[config.mk]
export PLATFORM = sky130hd
export DESIGN_NAME = led_sched_flat
export DESIGN_NICKNAME = d
export VERILOG_FILES = /design/src/rtl/led_sched_pkg.sv /design/src/rtl/led_sched_if.sv /design/src/rtl/led_tick_timer.sv /design/src/rtl/led_sched.sv /design/src/flat_wrapper.sv
export SDC_FILE = /design/constraint.sdc
export NUM_CORES = 1
export LEC_CHECK = 0
export CAP_MARGIN = 30
export CORE_ASPECT_RATIO = 1.1
export CORE_MARGIN = 2
export CORE_UTILIZATION = 56
export CTS_BUF_LIST = sky130_fd_sc_hd__clkbuf_4
export CTS_CLUSTER_DIAMETER = 200
export DETAILED_ROUTE_END_ITERATION = 6
export PLACE_DENSITY = 0.83
export SLEW_MARGIN = 20
export SYNTH_ARGS = -nofsm -noshare
export SYNTH_HDL_FRONTEND = slang
export SYNTH_HIERARCHICAL = 1
export SYNTH_SLANG_ARGS = --single-unit
export TNS_END_PERCENT = 1
[constraint.sdc]
create_clock -name sys_clk -period 3.69 [get_ports sys_clk]
set_input_delay 0.369 -clock sys_clk [delete_from_list [all_inputs] [get_ports sys_clk]]
set_output_delay 0.369 -clock sys_clk [all_outputs]
set_load 0.02 [all_outputs]
[src/rtl/led_sched_pkg.sv]
// led_sched_pkg -- shared types and helpers for the LED blink scheduler.
//   NREQ     : number of requesters sharing the LED
//   CW       : width of a per-requester blink count
//   OW       : width of a requester index
//   state_e  : scheduler states (IDLE / ON / OFF / GAP)
//   rr_pick  : round-robin pick starting one above the last owner
//   sat_dec  : decrement that holds at zero
package led_sched_pkg;

   localparam int NREQ = 4;
   localparam int CW   = 4;
   localparam int OW   = $clog2(NREQ);

   typedef enum logic [1:0] {
      ST_IDLE = 2'd0,
      ST_ON   = 2'd1,
      ST_OFF  = 2'd2,
      ST_GAP  = 2'd3
   } state_e;

   // Search upward from last+1, wrapping; the last owner is checked last.
   function automatic logic [OW-1:0] rr_pick(input logic [NREQ-1:0] req,
                                             input logic [OW-1:0]   last);
      logic [OW-1:0] idx;
      logic [OW-1:0] pick;
      logic          found;
      pick  = last;
      found = 1'b0;
      for (int k = 1; k <= NREQ; k++) begin
         idx = last + OW'(k);
         if (!found && req[idx]) begin
            pick  = idx;
            found = 1'b1;
         end
      end
      return pick;
   endfunction

   function automatic logic [CW-1:0] sat_dec(input logic [CW-1:0] v);
      return (v == '0) ? '0 : v - CW'(1);
   endfunction

endpackage

[src/rtl/led_sched_if.sv]
// led_sched_if -- request/status bundle between requesters and the scheduler.
//   req   : per-requester level request
//   cnt   : packed blink counts, CW bits per requester
//   led   : shared LED drive
//   ack   : one-cycle completion pulse to the served requester
//   busy  : a sequence is in service
//   owner : current or last served requester
// master = requester side, slave = scheduler side.
interface led_sched_if;
   import led_sched_pkg::*;

   logic [NREQ-1:0]    req;
   logic [NREQ*CW-1:0] cnt;
   logic               led;
   logic [NREQ-1:0]    ack;
   logic               busy;
   logic [OW-1:0]      owner;

   modport master (output req, cnt, input led, ack, busy, owner);
   modport slave  (input req, cnt, output led, ack, busy, owner);

endinterface

[src/rtl/led_tick_timer.sv]
// led_tick_timer -- phase timer: DIV clock cycles per tick, ticks up to a
// limit loaded on clear.
//   clk, rst : clock and synchronous active-high reset
//   clr      : synchronous clear; also loads lim for the new phase
//   lim      : phase length in ticks (>= 1)
//   done     : high in the last cycle of the phase (combinational pulse)
//   pre_done : high in the cycle before the last one (needs DIV >= 2)
module led_tick_timer #(
   parameter int DIV = 2,
   parameter int TW  = 1
) (
   input  logic          clk,
   input  logic          rst,
   input  logic          clr,
   input  logic [TW-1:0] lim,
   output logic          done,
   output logic          pre_done
);

   localparam int CYW = (DIV > 1) ? $clog2(DIV) : 1;
   localparam logic [CYW-1:0] CYC_LAST = CYW'(DIV - 1);
   localparam logic [CYW-1:0] CYC_PRE  = CYW'(DIV - 2);

   logic [CYW-1:0] cyc_q, cyc_d;
   logic [TW-1:0]  tick_q, tick_d;
   logic [TW-1:0]  lim_q, lim_d;
   logic           tick_last;

   always_comb begin
      tick_last = (tick_q == lim_q - TW'(1));
      cyc_d     = cyc_q;
      tick_d    = tick_q;
      lim_d     = lim_q;
      if (clr) begin
         cyc_d  = '0;
         tick_d = '0;
         lim_d  = lim;
      end else if (cyc_q == CYC_LAST) begin
         cyc_d  = '0;
         tick_d = tick_last ? '0 : tick_q + TW'(1);
      end else begin
         cyc_d = cyc_q + CYW'(1);
      end
      done     = tick_last && (cyc_q == CYC_LAST);
      pre_done = tick_last && (cyc_q == CYC_PRE);
   end

   always_ff @(posedge clk) begin
      if (rst) begin
         cyc_q  <= '0;
         tick_q <= '0;
         lim_q  <= '0;
      end else begin
         cyc_q  <= cyc_d;
         tick_q <= tick_d;
         lim_q  <= lim_d;
      end
   end

endmodule

[src/rtl/led_sched.sv]
// led_sched -- round-robin scheduler that lets one of NREQ requesters blink a
// shared LED cnt times (ON/OFF pairs), followed by a quiet GAP, then acks.
//   sys_clk : single clock
//   rst     : synchronous active-high reset
//   bus     : led_sched_if.slave (req, cnt in; led, ack, busy, owner out)
// All outputs are registered; they are computed from the next state.
module led_sched
   import led_sched_pkg::*;
#(
   parameter int CLK_HZ  = 200_000_000,
   parameter int TICK_HZ = 1000,
   parameter int ON_T    = 200,
   parameter int OFF_T   = 200,
   parameter int GAP_T   = 1000
) (
   input logic        sys_clk,
   input logic        rst,
   led_sched_if.slave bus
);

   localparam int DIV   = CLK_HZ / TICK_HZ;
   localparam int MAXT0 = (ON_T > OFF_T) ? ON_T : OFF_T;
   localparam int MAXT  = (MAXT0 > GAP_T) ? MAXT0 : GAP_T;
   localparam int TW    = $clog2(MAXT + 1);

   state_e          state_q, state_d;
   logic [OW-1:0]   owner_q, owner_d;
   logic [CW-1:0]   rem_q, rem_d;
   logic            led_q, led_d;
   logic            busy_q, busy_d;
   logic [NREQ-1:0] ack_q, ack_d;

   logic            grant_vld;
   logic [OW-1:0]   grant_idx;
   logic [CW-1:0]   grant_cnt;

   logic            tmr_clr;
   logic [TW-1:0]   tmr_lim;
   logic            tmr_done;
   logic            tmr_pre;

   led_tick_timer #(
      .DIV (DIV),
      .TW  (TW)
   ) u_timer (
      .clk      (sys_clk),
      .rst      (rst),
      .clr      (tmr_clr),
      .lim      (tmr_lim),
      .done     (tmr_done),
      .pre_done (tmr_pre)
   );

   // Arbiter: only active while idle.
   always_comb begin
      grant_vld = (state_q == ST_IDLE) && (|bus.req);
      grant_idx = rr_pick(bus.req, owner_q);
      grant_cnt = '0;
      for (int i = 0; i < NREQ; i++) begin
         if (grant_idx == OW'(i)) grant_cnt = bus.cnt[i*CW +: CW];
      end
   end

   always_ff @(posedge sys_clk) begin
      if (rst) state_q <= ST_IDLE;
      else     state_q <= state_d;
   end

   // rem_q was already decremented on ON->OFF, so OFF checks what is left.
   always_comb begin
      state_d = state_q;
      unique case (state_q)
         ST_IDLE: if (grant_vld && grant_cnt != '0) state_d = ST_ON;
         ST_ON:   if (tmr_done) state_d = ST_OFF;
         ST_OFF:  if (tmr_done) state_d = (rem_q != '0) ? ST_ON : ST_GAP;
         ST_GAP:  if (tmr_done) state_d = ST_IDLE;
         default: state_d = ST_IDLE;
      endcase
   end

   always_comb begin
      owner_d = owner_q;
      rem_d   = rem_q;
      ack_d   = '0;
      if (grant_vld) begin
         owner_d = grant_idx;
         rem_d   = grant_cnt;
         // Zero-count request completes immediately without touching the LED.
         if (grant_cnt == '0) ack_d[grant_idx] = 1'b1;
      end
      if (state_q == ST_ON && tmr_done) rem_d = sat_dec(rem_q);
      // ack is registered, so it is raised one cycle early to land on the
      // final GAP cycle.
      if (state_q == ST_GAP && tmr_pre) ack_d[owner_q] = 1'b1;
      led_d  = (state_d == ST_ON);
      busy_d = (state_d != ST_IDLE);
      // Every phase entry restarts the timer from zero; idle keeps it parked.
      tmr_clr = (state_d != state_q) || (state_q == ST_IDLE);
      unique case (state_d)
         ST_ON:   tmr_lim = TW'(ON_T);
         ST_OFF:  tmr_lim = TW'(OFF_T);
         ST_GAP:  tmr_lim = TW'(GAP_T);
         default: tmr_lim = TW'(1);
      endcase
   end

   always_ff @(posedge sys_clk) begin
      if (rst) begin
         owner_q <= OW'(NREQ - 1);
         rem_q   <= '0;
         ack_q   <= '0;
         led_q   <= 1'b0;
         busy_q  <= 1'b0;
      end else begin
         owner_q <= owner_d;
         rem_q   <= rem_d;
         ack_q   <= ack_d;
         led_q   <= led_d;
         busy_q  <= busy_d;
      end
   end

   assign bus.led   = led_q;
   assign bus.ack   = ack_q;
   assign bus.busy  = busy_q;
   assign bus.owner = owner_q;

endmodule

[src/flat_wrapper.sv]
// flat-port wrapper written by rule: the top's interface ports become plain ports
module led_sched_flat import led_sched_pkg::*;
#(
   parameter int CLK_HZ  = 200_000_000,
   parameter int TICK_HZ = 1000,
   parameter int ON_T    = 200,
   parameter int OFF_T   = 200,
   parameter int GAP_T   = 1000
)
  (sys_clk, rst, bus_req, bus_cnt, bus_led, bus_ack, bus_busy, bus_owner);
  led_sched_if bus_i ();
  input logic sys_clk;
  input logic rst;
  input wire logic [$bits(bus_i.req)-1:0] bus_req;
  input wire logic [$bits(bus_i.cnt)-1:0] bus_cnt;
  output wire logic [$bits(bus_i.led)-1:0] bus_led;
  output wire logic [$bits(bus_i.ack)-1:0] bus_ack;
  output wire logic [$bits(bus_i.busy)-1:0] bus_busy;
  output wire logic [$bits(bus_i.owner)-1:0] bus_owner;
  assign bus_i.req = bus_req;
  assign bus_i.cnt = bus_cnt;
  assign bus_led = bus_i.led;
  assign bus_ack = bus_i.ack;
  assign bus_busy = bus_i.busy;
  assign bus_owner = bus_i.owner;
  led_sched #(.CLK_HZ(CLK_HZ), .TICK_HZ(TICK_HZ), .ON_T(ON_T), .OFF_T(OFF_T), .GAP_T(GAP_T)) u_core (.sys_clk(sys_clk), .rst(rst), .bus(bus_i));
endmodule
==> flow_metrics.env <==
export IMPL_dr_first_iter_drc_count=200
export IMPL_syn_inst=369
export IMPL_hold_buffers=0
export IMPL_synth_flop_cell="dfxtp_1"
export IMPL_dpl_instance_area_um2=3503
export IMPL_vias=2748
export IMPL_ys_ff_latch=52
export IMPL_grt_antenna_before_repair=0
export IMPL_setup_viol=0
export IMPL_first_pass_iters=4
export IMPL_io_pins=30
export IMPL_tritoncts="done"
export IMPL_cts_htree_levels=2
export IMPL_portBuffers=29
export IMPL_crit_arrival_ps=3680
export IMPL_reg2reg_slack_ps=340
export IMPL_core_um2=5395
export IMPL_synth_edf_count=0
export IMPL_track_usage_pct=22.01
export IMPL_utilization_pct=66.26
export IMPL_crit_slowest_cell="dfxtp_1"
export IMPL_fin_area_um2=3575
export IMPL_r2r_start="u_core/bus.owner[1]"
export IMPL_ys_warn_count=6
export IMPL_hold_viol_final=0
export IMPL_ys_async_sr_fraction_pct=0
export IMPL_p_per_area_nw_per_um2=629.1
export IMPL_rsz0062_at_grt="false"
export IMPL_finClkSkew_ps=13.50
export IMPL_path_delay_family="compound AO/OA/AOI/OAI gates"
export IMPL_cp_end_kind="register"
export IMPL_slew_headroom_pct=59.21
export IMPL_postCtsSetupBuffers=0
export IMPL_die_h_um=82.62
export IMPL_fmax_ghz=0.2985
export IMPL_drv_slew=0
export IMPL_yosysTopAreaCell="dfxtp_1"
export IMPL_cts_buffers=5
export IMPL_worstHoldPathCells=1
export IMPL_synth_cell_types=60
export IMPL_slowest_delay_ps=530
export IMPL_whs_endpoint="u_core/u_timer/cyc_q[0]"
export IMPL_ys_seq_area_share_pct=33.08
export IMPL_dp_final_hpwl_mm=5.049
export IMPL_outcome="finished clean"
export IMPL_final_setup_tns_ps=0
export IMPL_synth_area_per_cell_um2=8.528
export IMPL_grt_pass1_vias=2495
export IMPL_cp_buffers_inverters=2
export IMPL_wl_per_cell_um=14.49
export IMPL_place_gp_congestion=0.8634
export IMPL_peakVddDrop_mv=0.3610
export IMPL_synthToLayoutAreaGrowth_pct=13.60
export IMPL_finalCritPeriodShare_pct=90.78
export IMPL_period_minus_slack_ps=3350
export IMPL_clkLatencyLatePin_ps=390
export IMPL_path_class="reg -> reg"
export IMPL_critical_path_max_fanout=10
export IMPL_hold_slack_ps=497.4
export IMPL_hold_path_class="reg -> reg"
export IMPL_cp_data_required_time_ps=4020
export IMPL_ant_nets=0
export IMPL_num_rows=28
export IMPL_cp_cell_sequence="inv_1 -> ha_1 -> inv_1 -> a221oi_1 -> o22ai_1 -> a2bb2oi_1 -> o21bai_2 -> mux2i_1 -> o21ai_0 -> mux2i_1 -> nor2_1"
export IMPL_min_from="u_core/u_timer/cyc_q[0]"
export IMPL_synthesis_area_um2=3147
export IMPL_r2r_end="u_core/u_timer/lim_q[7]"
export IMPL_routed_via_density=5.834
export IMPL_overflow=0
export IMPL_worst_pin_slew_ps=611.8
export IMPL_initial_core_util_pct=58.33
export IMPL_leakage_nw=1.333
export IMPL_drive_gt1_share_pct=9.091
export IMPL_die_area_um2=6235
export IMPL_cts_root_buffer="clkbuf_4"
export IMPL_finalWirelength_mm=6.824
export IMPL_cts_sinks=52
export IMPL_reg2reg_depth=11
export IMPL_maxCapViolations=0
export IMPL_ys_top_cells_by_area="dfxtp_1 (33%), mux2i_1 (7.3%), nor2_1 (5.2%)"
export IMPL_nets=425
export IMPL_insertedDiodeCount=0
export IMPL_clk_pin_slew_ps=160
export IMPL_start_kind="register"
export IMPL_cts_resized=0
export IMPL_grt_pass1_wl_mm=10.79
export IMPL_drc=0
export IMPL_dieWidth_um=75.47
export IMPL_cts_buffer_depth=2
export IMPL_synth_top_area_share_pct=33.08
export IMPL_grt_max_degree=20
-- where the power goes --
group          total [mW]  internal (mW)  leakage, nW  switching [mW]
Sequential          0.715          0.629        0.423          0.0862
Combinational        1.25          0.589        0.871           0.659
Clock               0.285         0.0839       0.0385           0.201
-- per-stage QoR --
step                worst slack (ps)  power, mW  std cells
global placement               501.2      1.910        463
CTS                            342.1      2.237        471
floorplan                      351.2      1.701        371
global route                   119.9      2.382        471
finish                         340.0      2.249        471
detailed placement             351.1      1.953        463
-- Yosys cell counts (7+ instances only) --
cell,instances
o22ai_1,7
inv_1,10
xnor2_1,17
ha_1,8
nor3_1,19
nor4_1,11
and3_1,7
clkbuf_1,12
o21ai_0,12
nand4_1,9
nand2_1,17
mux2i_1,23
a21oi_1,7
xor2_1,16
nor2_1,44
nor2b_1,9
nand3_1,17
dfxtp_1,52
-- cell type report --
class,count,area [um2]
Multi-Input combinational cell,289,1981
Fill cell,456,1821
Sequential cell,52,1041
Timing Repair Buffer,37,350.3
Tap cell,75,93.84
Clock buffer,5,37.54
Inverter,10,37.54
Clock inverter,3,33.78
-- cell families (layout without fill, tap and decap cells) --
family,count (synthesis),after routing,share of synthesized area (%)
AND/OR/NAND/NOR,159,159,27.08
AO/OA/AOI/OAI,57,57,13.32
flip-flops,52,52,33.08
XOR/XNOR,33,33,9.185
buffers and inverters,30,55,4.215
multiplexers,29,29,9.821
adder cells (fa/ha/maj),8,8,3.181
other,1,3,0.1192
-- registers in the layout (all words and copies together), names as in the netlist --
| register | count |
|---|---|
| u_core/bus.ack | 4 |
| u_core/bus.busy | 1 |
| u_core/bus.led | 1 |
| u_core/bus.owner | 2 |
| u_core/rem_q | 4 |
| u_core/state_q | 2 |
| u_core/u_timer/cyc_q | 18 |
| u_core/u_timer/lim_q | 10 |
| u_core/u_timer/tick_q | 10 |
-- layout by cell type (no fill, tap or decap), types with 10 or more instances in the layout --
cell type,instances
nor3_1,19
nand3_1,17
nand2_1,17
nor2_1,44
inv_1,10
clkdlybuf4s50_1,29
o21ai_0,12
mux2i_1,23
xnor2_1,17
xor2_1,16
dfxtp_1,52
nor4_1,11
-- routing by layer --
metal	vias up	GRT usage, %	share of wire [%]	routed length, um
met1	1293	25.43	45	3066
li1	1395	-	-	-
met4	0	7.719	1.4	93
met2	50	39.48	51	3454
met5	-	0	0	0
met3	10	4.854	3.1	210
-- worst max-delay path by stage --
| stage | slack (ps) | from | end | cells past startpoint |
|---|---|---|---|---|
| after CTS | 340 | u_core/u_timer/lim_q[2] | u_core/u_timer/cyc_q[17] | 9 |
| after detailed placement | 350 | u_core/u_timer/lim_q[2] | u_core/u_timer/cyc_q[17] | 9 |
| after floorplan | 350 | u_core/u_timer/lim_q[2] | u_core/u_timer/cyc_q[10] | 12 |
| after global routing | 120 | u_core/u_timer/lim_q[2] | u_core/rem_q[2] | 9 |
| after global placement | 500 | u_core/u_timer/lim_q[2] | u_core/u_timer/cyc_q[13] | 9 |
| final | 340 | u_core/bus.owner[1] | u_core/u_timer/lim_q[7] | 11 |
(Power assumes the default switching activity.)
